<file path="src/rtl/lcd_pkg.sv">
// Shared types, command codes and default timing for the LCD write sequencer.
package lcd_pkg;

  typedef enum logic [2:0] {
    ST_IDLE  = 3'd0,
    ST_SETUP = 3'd1,
    ST_PULSE = 3'd2,
    ST_HOLD  = 3'd3,
    ST_EXEC  = 3'd4
  } lcd_state_t;

  localparam logic [7:0] CMD_CLEAR    = 8'h01;
  localparam logic [7:0] CMD_HOME     = 8'h02;
  localparam logic [7:0] CMD_HOME_ALT = 8'h03;

  localparam int DEF_SETUP_CYC     = 2;
  localparam int DEF_PULSE_CYC     = 12;
  localparam int DEF_HOLD_CYC      = 2;
  localparam int DEF_EXEC_CYC      = 1000;
  localparam int DEF_LONG_EXEC_CYC = 40000;
  localparam int DEF_CNT_W         = 16;

  // Clear and return-home are the only instructions needing the long execution wait.
  function automatic logic is_long_cmd(input logic rs, input logic [7:0] data);
    return !rs && (data == CMD_CLEAR || data == CMD_HOME || data == CMD_HOME_ALT);
  endfunction

endpackage

</file>
<file path="src/rtl/lcd_strobe_sync.sv">
// Two-flop synchronizer with reset preset and falling-edge detect on the synced value.
module lcd_strobe_sync
  import lcd_pkg::*;
#(
  parameter logic RESET_VAL = 1'b1
) (
  input  logic clk,
  input  logic rst_n,
  input  logic d,
  output logic q,
  output logic fall
);

  logic meta;
  logic prev;

  always_ff @(posedge clk or negedge rst_n) begin
    if (!rst_n) begin
      meta <= RESET_VAL;
      q    <= RESET_VAL;
      prev <= RESET_VAL;
    end else begin
      meta <= d;
      q    <= meta;
      prev <= q;
    end
  end

  assign fall = prev & ~q;

endmodule

</file>
<file path="src/rtl/lcd_write_sequencer.sv">
// Turns each decoded master write into a timed HD44780-style write cycle with busy pacing.
// state | meaning
// IDLE  | waiting for a strobe falling edge with the LCD addressed
// SETUP | data/RS driven, lcd_e low
// PULSE | lcd_e high
// HOLD  | lcd_e low, data/RS still held
// EXEC  | waiting for the LCD controller to finish the instruction
module lcd_write_sequencer
  import lcd_pkg::*;
#(
  parameter int SETUP_CYC     = DEF_SETUP_CYC,
  parameter int PULSE_CYC     = DEF_PULSE_CYC,
  parameter int HOLD_CYC      = DEF_HOLD_CYC,
  parameter int EXEC_CYC      = DEF_EXEC_CYC,
  parameter int LONG_EXEC_CYC = DEF_LONG_EXEC_CYC,
  parameter int CNT_W         = DEF_CNT_W
) (
  input  logic       clk,
  input  logic       rst_n,
  input  logic       enable,
  input  logic       lcd_en,
  input  logic       rs_sel,
  input  logic [7:0] bus_in,
  output logic [7:0] lcd_data,
  output logic       lcd_rs,
  output logic       lcd_rw,
  output logic       lcd_e,
  output logic       busy,
  output logic       overrun
);

  localparam logic [CNT_W-1:0] SETUP_LOAD = CNT_W'(SETUP_CYC - 1);
  localparam logic [CNT_W-1:0] PULSE_LOAD = CNT_W'(PULSE_CYC - 1);
  localparam logic [CNT_W-1:0] HOLD_LOAD  = CNT_W'(HOLD_CYC - 1);
  localparam logic [CNT_W-1:0] EXEC_LOAD  = CNT_W'(EXEC_CYC - 1);
  localparam logic [CNT_W-1:0] LONG_LOAD  = CNT_W'(LONG_EXEC_CYC - 1);

  logic             enable_sync;
  logic             enable_fall;
  logic             lcd_en_meta;
  logic             lcd_en_sync;
  logic             write_req;
  lcd_state_t       state;
  logic [CNT_W-1:0] cnt;

  lcd_strobe_sync #(.RESET_VAL(1'b1)) u_enable_sync (
    .clk   (clk),
    .rst_n (rst_n),
    .d     (enable),
    .q     (enable_sync),
    .fall  (enable_fall)
  );

  always_ff @(posedge clk or negedge rst_n) begin
    if (!rst_n) begin
      lcd_en_meta <= 1'b1;
      lcd_en_sync <= 1'b1;
    end else begin
      lcd_en_meta <= lcd_en;
      lcd_en_sync <= lcd_en_meta;
    end
  end

  assign write_req = enable_fall & lcd_en_sync;
  assign lcd_rw    = 1'b0;

  always_ff @(posedge clk or negedge rst_n) begin
    if (!rst_n) begin
      state    <= ST_IDLE;
      cnt      <= '0;
      lcd_data <= 8'h00;
      lcd_rs   <= 1'b0;
      lcd_e    <= 1'b0;
      busy     <= 1'b0;
      overrun  <= 1'b0;
    end else begin
      overrun <= write_req && (state != ST_IDLE);
      unique case (state)
        ST_IDLE: begin
          if (write_req) begin
            lcd_data <= bus_in;
            lcd_rs   <= rs_sel;
            cnt      <= SETUP_LOAD;
            busy     <= 1'b1;
            state    <= ST_SETUP;
          end
        end
        ST_SETUP: begin
          if (cnt == '0) begin
            cnt   <= PULSE_LOAD;
            lcd_e <= 1'b1;
            state <= ST_PULSE;
          end else begin
            cnt <= cnt - CNT_W'(1);
          end
        end
        ST_PULSE: begin
          if (cnt == '0) begin
            cnt   <= HOLD_LOAD;
            lcd_e <= 1'b0;
            state <= ST_HOLD;
          end else begin
            cnt <= cnt - CNT_W'(1);
          end
        end
        ST_HOLD: begin
          if (cnt == '0) begin
            cnt   <= is_long_cmd(lcd_rs, lcd_data) ? LONG_LOAD : EXEC_LOAD;
            state <= ST_EXEC;
          end else begin
            cnt <= cnt - CNT_W'(1);
          end
        end
        ST_EXEC: begin
          if (cnt == '0) begin
            busy  <= 1'b0;
            state <= ST_IDLE;
          end else begin
            cnt <= cnt - CNT_W'(1);
          end
        end
        default: begin
          lcd_e <= 1'b0;
          busy  <= 1'b0;
          state <= ST_IDLE;
        end
      endcase
    end
  end

endmodule

</file>
<file path="config.mk">
export PLATFORM = sky130hd
export DESIGN_NAME = lcd_write_sequencer
export DESIGN_NICKNAME = d
export VERILOG_FILES = /design/src/rtl/lcd_pkg.sv /design/src/rtl/lcd_strobe_sync.sv /design/src/rtl/lcd_write_sequencer.sv
export SDC_FILE = /design/constraint.sdc
export NUM_CORES = 1
export LEC_CHECK = 0
export ABC_CLOCK_PERIOD_IN_PS = 1700
export CORE_MARGIN = 3
export CORE_UTILIZATION = 50
export DETAILED_ROUTE_END_ITERATION = 7
export HOLD_SLACK_MARGIN = 0.06
export PLACE_DENSITY_LB_ADDON = 0.3
export SYNTH_ARGS = -nofsm -noshare
export SYNTH_HDL_FRONTEND = slang
export SYNTH_SLANG_ARGS = --single-unit
</file>
<file path="constraint.sdc">
create_clock -name clk -period 1.7 [get_ports clk]
set_input_delay 0.17 -clock clk [delete_from_list [all_inputs] [get_ports clk]]
set_output_delay 0.17 -clock clk [all_outputs]
set_load 0.01 [all_outputs]
</file>
==> insert_results.sql, run 1 <==
INSERT INTO impl_metrics (metric_group, metric, value, unit) VALUES
('place', 'place_inst', '326', ''),
('die', 'die-width', '70.22', 'um'),
('place', 'place.detailed.hpwl', '3812', 'um'),
('cts', 'clk_root_buffer_cell', 'sky130_fd_sc_hd__clkbuf_8', ''),
('finish', 'final_net_count', '305', ''),
('synth', 'synth-xor-area-share', '0.01274', ''),
('power', 'combPwrFrac', '0.622', ''),
('die', 'core-area', '3826', 'um2'),
('synth', 'synth_simple_gate_area_share', '0.2555', ''),
('synth', 'yosysUniqueCellTypes', '56', ''),
('synth', 'synth-seq-cells', '36', ''),
('power', 'total_leakage_power', '1.348', 'nW'),
('power', 'seq_power_share', '0.259', ''),
('synth', 'syn-cell-area', '2062', 'um2'),
('run_status', 'violations', 'negative setup slack', ''),
('die', 'design.die.area', '4931', 'um2'),
('power', 'p_total', '0.005500', 'W'),
('synth', 'syn_avg_cell_area', '9.819', 'um2'),
('drt', 'totalWireLength', '6606', 'um'),
('finish', 'drive_gt1_frac', '0.4227', ''),
('setup_path', 'critical_path.cell_chain', 'inv_2, ha_4, nor4b_4, nand4_1, buf_6, or2b_1, buf_4, nor2_1, a21oi_1', ''),
('sta', 'final-max-slew-violation-count', '0', ''),
('synth', 'netlist_top_cells_area', 'sky130_fd_sc_hd__dfrtp_1 38%, sky130_fd_sc_hd__dfstp_2 6.4%, sky130_fd_sc_hd__mux2_2 4.9%', ''),
('power', 'vdd.ir_drop.worst', '1273', 'uV'),
('cts', 'clkTransAtPathRegs', '0.08', 'ns'),
('die', 'core.rowCount', '22', ''),
('synth', 'yosysWarnings', '0', ''),
('drt', 'routed_wire_length_per_instance', '19.49', 'um'),
('synth', 'asyncSetResetFlopFracSynth', '1.000', ''),
('finish', 'fillCellCount', '222', ''),
('synth', 'synth-compound-area-share', '0.1778', ''),
('synth', 'adder_cell_area_share_of_the_yosys_netlist', '0.01214', ''),
('finish', 'multiInputGateArea', '1281', 'um2'),
('cts', 'cts-buffers-inserted', '5', ''),
('power', 'clockPowerShare', '0.119', ''),
('finish', 'areaGrowthSynthToFinish', '49.94', '%'),
('grt', 'grt_use_total', '0.2531', ''),
('power', 'p_sw_frac', '0.4164', ''),
('grt', 'antenna_found_initial', '0', ''),
('sta', 'timing.final.hold_violations', '0', ''),
('cts', 'clock_tree.buffer_depth', '2', ''),
('power', 'power.net_switching', '0.002290', 'W'),
('drt', 'first_iter_violations', '322', ''),
('setup_path', 'end_kind', 'register', ''),
('cts', 'cts_sinks', '36', ''),
('worst_hold_path', 'worst_hold_path_type', 'in2reg', ''),
('grt', 'global_route_wire_length_before_repair', '9984', 'um'),
('drt', 'post_drt_via_cell_ratio', '6.401', ''),
('cts', 'htree_num_levels', '2', ''),
('setup_path', 'crit_required', '1.92', 'ns'),
('setup_path', 'crit_slowest_cell', 'sky130_fd_sc_hd__dfrtp_1', ''),
('die', 'initial_core_util', '0.5389', ''),
('run_status', 'status', 'complete, but fails checks', ''),
('die', 'chipHeight', '70.22', 'um'),
('synth', 'synthesis.nets', '225', ''),
('synth', 'commonest_cells_in_the_netlist', '31 x sky130_fd_sc_hd__dfrtp_1, 24 x sky130_fd_sc_hd__nand2_1, 13 x sky130_fd_sc_hd__nor2_1, 12 x sky130_fd_sc_hd__nor3_1, 11 x sky130_fd_sc_hd__a21oi_1', ''),
('finish', 'finish.utilization', '0.8080', ''),
('sta', 'fmax', '497.7', 'MHz'),
('place', 'finalWeightedCongestion', '0.8645', ''),
('grt', 'grt-ovfl-total', '0', ''),
('setup_path', 'critical_path.startpoint_type', 'register', ''),
('synth', 'synthesis.instances', '210', ''),
('grt', 'grt_start_max_net_pins', '37', ''),
('synth', 'synth.area.mux_share', '0.05400', ''),
('synth', 'synth_sequential_area_ratio', '0.4399', ''),
('sta', 'report.final.setup_viol', '21', ''),
('setup_path', 'timing_worst_setup_path_type', 'reg2reg', ''),
('sta', 'post-route-worst-setup-slack', '-0.3092', 'ns'),
('finish', 'diodes_inserted', '0', ''),
('synth', 'synth-edff-count', '0', ''),
('place', 'portBuffers', '24', '');
==> power by group through the flow <==
stage	registers [W]	logic, W	clock network, W
after CTS	0.00141	0.00308	0.000656
after global routing	0.00147	0.00365	0.000702
after floorplan	0.00152	0.00139	0
after detailed placement	0.00142	0.00283	0
after global placement	0.00140	0.00279	0
final	0.00142	0.00342	0.000654
==> per-stage QoR <==
step                      hold WS [ns]  cell area (um2)
after floorplan                -0.1256             2077
after global placement          0.2367             2705
after detailed placement        0.2427             2705
after CTS                       0.2635             2969
after global routing            0.2687             3092
final                           0.2745             3092
==> repair_timing <==
item,4_1_cts,5_1_grt
hold buffers,1,0
endpoints found under the hold margin,31,0
endpoints found under the setup margin,19,21
resized for setup,30,19
gates cloned,0,1
buffers inserted,3,1
pin swaps,5,15
==> worst reg2reg max path, cell delays in order, from the launching register on <==
cell and delay [ns]:
sky130_fd_sc_hd__dfrtp_1 0.40, sky130_fd_sc_hd__inv_2 0.11, sky130_fd_sc_hd__ha_4 0.14, sky130_fd_sc_hd__nor4b_4 0.24
sky130_fd_sc_hd__nand4_1 0.23, sky130_fd_sc_hd__buf_6 0.22, sky130_fd_sc_hd__or2b_1 0.19, sky130_fd_sc_hd__buf_4 0.15
sky130_fd_sc_hd__nor2_1 0.05, sky130_fd_sc_hd__a21oi_1 0.18
==> cell usage in the layout, fill, tap and decap left out, types with 3 or more instances in the layout <==
master	count
sky130_fd_sc_hd__nor3_2	4
sky130_fd_sc_hd__clkdlybuf4s50_1	23
sky130_fd_sc_hd__nor2_1	10
sky130_fd_sc_hd__mux2_2	9
sky130_fd_sc_hd__nand3b_1	4
sky130_fd_sc_hd__buf_4	51
sky130_fd_sc_hd__buf_6	6
sky130_fd_sc_hd__o21ai_1	7
sky130_fd_sc_hd__dfrtp_1	31
sky130_fd_sc_hd__o211ai_1	6
sky130_fd_sc_hd__o31a_1	4
sky130_fd_sc_hd__a21oi_1	8
sky130_fd_sc_hd__clkbuf_8	5
sky130_fd_sc_hd__a21o_1	3
sky130_fd_sc_hd__nor3_1	9
sky130_fd_sc_hd__dfstp_2	5
sky130_fd_sc_hd__nand3_1	6
sky130_fd_sc_hd__nand2_1	22
==> flip-flops by register name, summed over array words and instances (netlist names) <==
name                cells
busy                    1
cnt                    16
lcd_data                8
lcd_e                   1
lcd_en_meta             1
lcd_en_sync             1
lcd_rs                  1
overrun                 1
state                   3
u_enable_sync.meta      1
u_enable_sync.prev      1
u_enable_sync.q         1
==> layer usage <==
| metal | global-route usage | part of all wire | vias up |
|---|---|---|---|
| met5 | 0 | 0 | - |
| met4 | 0.08936 | 0.033 | 0 |
| met3 | 0.05755 | 0.089 | 30 |
| met2 | 0.4054 | 0.48 | 167 |
| met1 | 0.3342 | 0.39 | 1033 |
| li1 | - | - | 940 |
==> cells by family (layout without fill, tap and decap cells) <==
| family | Yosys count | in the layout |
|---|---|---|
| other | 1 | 1 |
| multiplexers | 10 | 10 |
| XOR/XNOR | 3 | 3 |
| adder cells (fa/ha/maj) | 2 | 2 |
| buffers and inverters | 15 | 96 |
| AND/OR/NAND/NOR | 90 | 90 |
| flip-flops | 36 | 36 |
| AO/OA/AOI/OAI | 53 | 53 |
==> path summary, 6_finish.rpt <==
| path | from | to | slack, ns | depth (start not counted) |
|---|---|---|---|---|
| setup / recovery | cnt[0]$_DFFE_PN0P_ | cnt[0]$_DFFE_PN0P_ | -0.31 | 9 |
| hold / removal | enable | u_enable_sync.meta$_DFF_PN1_ | 0.27 | 1 |
| setup reg to reg | cnt[0]$_DFFE_PN0P_ | cnt[0]$_DFFE_PN0P_ | -0.31 | 9 |
| hold reg to reg | u_enable_sync.meta$_DFF_PN1_ | u_enable_sync.q$_DFF_PN1_ | 0.36 | 0 |
| max in group asynchronous | rst_n | u_enable_sync.q$_DFF_PN1_ | 0.92 | 3 |
| min in group asynchronous | rst_n | lcd_e$_DFFE_PN0P_ | 0.41 | 3 |
==> area by class of cell <==
cell class | instances | share of cell area
multi-input combinational | 159 | 0.4144
timing repair buffer | 84 | 0.2380
inverter | 4 | 0.004856
sequential | 36 | 0.2934
clock inverter | 3 | 0.007689
tap | 48 | 0.01943
clock buffer | 5 | 0.02226
No activity file was read; power rests on OpenSTA's default activity.
==> run 2: changes to the inputs <==
- SKIP_LAST_GASP: default -> 1
==> insert_results.sql, run 2 (synthesized netlist as in run 1, its figures left out) <==
INSERT INTO impl_metrics (metric_group, metric, value, unit) VALUES
('finish', 'areaGrowthSynthToFinish', '51.15', '%'),
('setup_path', 'worst_setup_path_startpoint', 'cnt[2]$_DFFE_PN0P_', ''),
('cts', 'htree_num_levels', '2', ''),
('finish', 'fillCellCount', '213', ''),
('power', 'vdd.ir_drop.worst', '1218', 'uV'),
('finish', 'largestRegisters', 'cnt (16), lcd_data (8), state (3)', ''),
('die', 'initial_core_util', '0.5389', ''),
('finish', 'layout_commonest_cell', 'sky130_fd_sc_hd__buf_4', ''),
('drt', 'totalWireLength', '6824', 'um'),
('sta', 'fin_worst_skew', '0.01652', 'ns'),
('setup_path', 'critical_path.reg2reg.endpoint', 'cnt[3]$_DFFE_PN0P_', ''),
('setup_path', 'critical_path.cell_chain', 'nor3_2, nand4_1, buf_6, a21o_1, a21oi_1, o32a_1', ''),
('grt', 'antenna_found_initial', '0', ''),
('finish', 'final_net_count', '306', ''),
('finish', 'diodes_inserted', '0', ''),
('power', 'total_leakage_power', '1.353', 'nW'),
('finish', 'finish.utilization', '0.8146', ''),
('drt', 'number_of_detailed_routing_iterations_run_before_antenna_repair', '5', ''),
('cts', 'tritoncts', 'built', ''),
('run_status', 'violations', 'negative setup slack', ''),
('power', 'clockPowerShare', '0.116', ''),
('power', 'power.internal', '0.003238', 'W'),
('drt', 'routed_wire_length_per_instance', '20.07', 'um'),
('grt', 'grt_start_max_net_pins', '37', ''),
('setup_path', 'critical-path-max-stage-delay', '0.42', 'ns'),
('drt', 'first_iter_violations', '328', ''),
('drt', 'post_drt_via_cell_ratio', '6.538', ''),
('cts', 'clock_tree.buffer_depth', '2', ''),
('die', 'boundaryPins', '26', ''),
('drt', 'detailroute.via_count', '2223', ''),
('sta', 'period_share', '1.144', ''),
('grt', 'grt_use_total', '0.2612', ''),
('die', 'design.die.area', '4931', 'um2'),
('place', 'portBuffers', '24', ''),
('setup_path', 'critical_path_arrival', '2.20', 'ns'),
('power', 'power.net_switching', '0.002348', 'W'),
('place', 'place.detailed.hpwl', '3812', 'um'),
('place', 'finalWeightedCongestion', '0.8645', ''),
('finish', 'largest_register_ff_count', '16', ''),
('sta', 'finalCriticalPeriod', '1.944', 'ns'),
('sta', 'final-max-slew-violation-count', '0', ''),
('drt', 'post-route-drc-count', '0', ''),
('drt', 'ant_nets', '0', ''),
('die', 'die-width', '70.22', 'um'),
('setup_path', 'regToRegSetupSlack', '-0.24', 'ns'),
('cts', 'cts_sinks', '36', ''),
('worst_hold_path', 'hp-start', 'enable', ''),
('run_status', 'status', 'complete, but fails checks', ''),
('setup_path', 'beginning_of_the_worst_register_to_register_path', 'cnt[2]$_DFFE_PN0P_', ''),
('power', 'seq_power_share', '0.255', ''),
('power', 'power_density', '1792', 'nW/um2'),
('cts', 'clkTransAtPathRegs', '0.09', 'ns'),
('grt', 'vias_in_the_first_global_route', '2193', ''),
('setup_path', 'timing_worst_setup_path_type', 'reg2reg', ''),
('sta', 'timing.final.hold_violations', '0', ''),
('setup_path', 'critical_path.startpoint_type', 'register', ''),
('sta', 'report.final.setup_viol', '21', ''),
('place', 'detailedPlace.worstSlack', '-0.3080', 'ns'),
('finish', 'top_register', 'cnt', ''),
('worst_hold_path', 'worst_hold_path_type', 'in2reg', ''),
('sta', 'post-route-worst-setup-slack', '-0.2440', 'ns'),
('power', 'combPwrFrac', '0.629', ''),
('setup_path', 'reg2regPathDepth', '6', ''),
('sta', 'fmax', '514.4', 'MHz'),
('setup_path', 'crit_required', '1.95', 'ns'),
('die', 'chipHeight', '70.22', 'um'),
('setup_path', 'timing.critical_path.fanout_max', '11', ''),
('setup_path', 'end_kind', 'register', ''),
('cts', 'cts-buffers-inserted', '5', ''),
('setup_path', 'worstSetupEndpoint', 'cnt[3]$_DFFE_PN0P_', ''),
('sta', 'rsz0062_at_grt', 'yes', ''),
('grt', 'grt-ovfl-total', '0', ''),
('die', 'core-area', '3826', 'um2'),
('flow_run', 'max_cap_viol_count', '0', ''),
('die', 'core.rowCount', '22', ''),
('cts', 'clk_root_buffer_cell', 'sky130_fd_sc_hd__clkbuf_8', ''),
('power', 'p_sw_frac', '0.4204', ''),
('finish', 'drive_gt1_frac', '0.4247', ''),
('grt', 'global_route_wire_length_before_repair', '10330', 'um'),
('cts', 'clk_latency', '0.31', 'ns'),
('setup_path', 'crit_slowest_cell', 'sky130_fd_sc_hd__nor3_2', ''),
('finish', 'layout_common_cells', '52 x sky130_fd_sc_hd__buf_4, 31 x sky130_fd_sc_hd__dfrtp_1, 23 x sky130_fd_sc_hd__clkdlybuf4s50_1, 22 x sky130_fd_sc_hd__nand2_1, 10 x sky130_fd_sc_hd__nor2_1', '');
[run 2: cell type report]
cell class              instances  area, um2  area share
inverters                       4      15.01    0.004817
clock buffers                   5      68.82     0.02208
flip-flops and latches         36      907.1      0.2910
repair buffers                 85      752.0      0.2413
clock inverters                 3      23.77    0.007627
well taps                      48      60.06     0.01927
multi-input cells             159       1290      0.4139
[run 2: worst min path at each step]
stage	slack, ns	cells after the start	endpoint
2_1_floorplan	-0.13	0	busy$_DFFE_PN0P_
3_3_place_gp	0.24	2	cnt[1]$_DFFE_PN0P_
3_5_place_dp	0.24	2	lcd_e$_DFFE_PN0P_
4_1_cts	0.26	1	u_enable_sync.meta$_DFF_PN1_
5_1_grt	0.27	1	u_enable_sync.meta$_DFF_PN1_
6_report	0.28	1	u_enable_sync.meta$_DFF_PN1_
[run 2: what timing repair did]
item / CTS / global route
pin swaps: 4 / 20
hold buffers: 1 / 0
setup endpoints to repair: 19 / 21
setup buffers: 3 / 2
resized for setup: 27 / 21
gates cloned: 0 / 1
hold endpoints to repair: 31 / 0
[run 2: stage by stage]
step | instances | TNS (ns) | area [um2] | power, W | hold slack [ns]
6_report | 340 | -4.074 | 3117 | 0.005586 | 0.2753
5_1_grt | 340 | -5.813 | 3117 | 0.005874 | 0.2717
4_1_cts | 338 | -1.043 | 2963 | 0.005141 | 0.2635
3_5_place_dp | 326 | -2.465 | 2705 | 0.004246 | 0.2427
3_3_place_gp | 326 | -1.721 | 2705 | 0.004198 | 0.2367
2_1_floorplan | 210 | -0.01975 | 2077 | 0.002913 | -0.1256
[run 2: power groups by stage]
stage | logic, W | clock network [W] | registers [W]
finish | 0.00352 | 0.000648 | 0.00142
global route | 0.00371 | 0.000699 | 0.00146
CTS | 0.00307 | 0.000656 | 0.00141
detailed placement | 0.00283 | 0 | 0.00142
global placement | 0.00279 | 0 | 0.00140
floorplan | 0.00139 | 0 | 0.00152
[run 2: worst max-delay path: cells and delay by family, from the launching register on]
family | cells | cell delay [ns]
and+or+nand+nor | 2 | 0.69
DFF | 1 | 0.40
AOI/OAI and AO/OA | 3 | 0.55
buffers and inverters | 1 | 0.23
[run 2: metal layers]
layer,routed length [um],track usage,up-vias
li1,-,-,943
met3,696,0.06187,53
met1,2559,0.3297,1048
met5,0,0,-
met2,3178,0.4168,179
met4,389,0.1277,0
==> run 3: changes to the inputs <==
- CTS_CLUSTER_SIZE: default -> 40
==> results of run 3 <==
Final layout, timing and power as in run 2 (identical DEF).
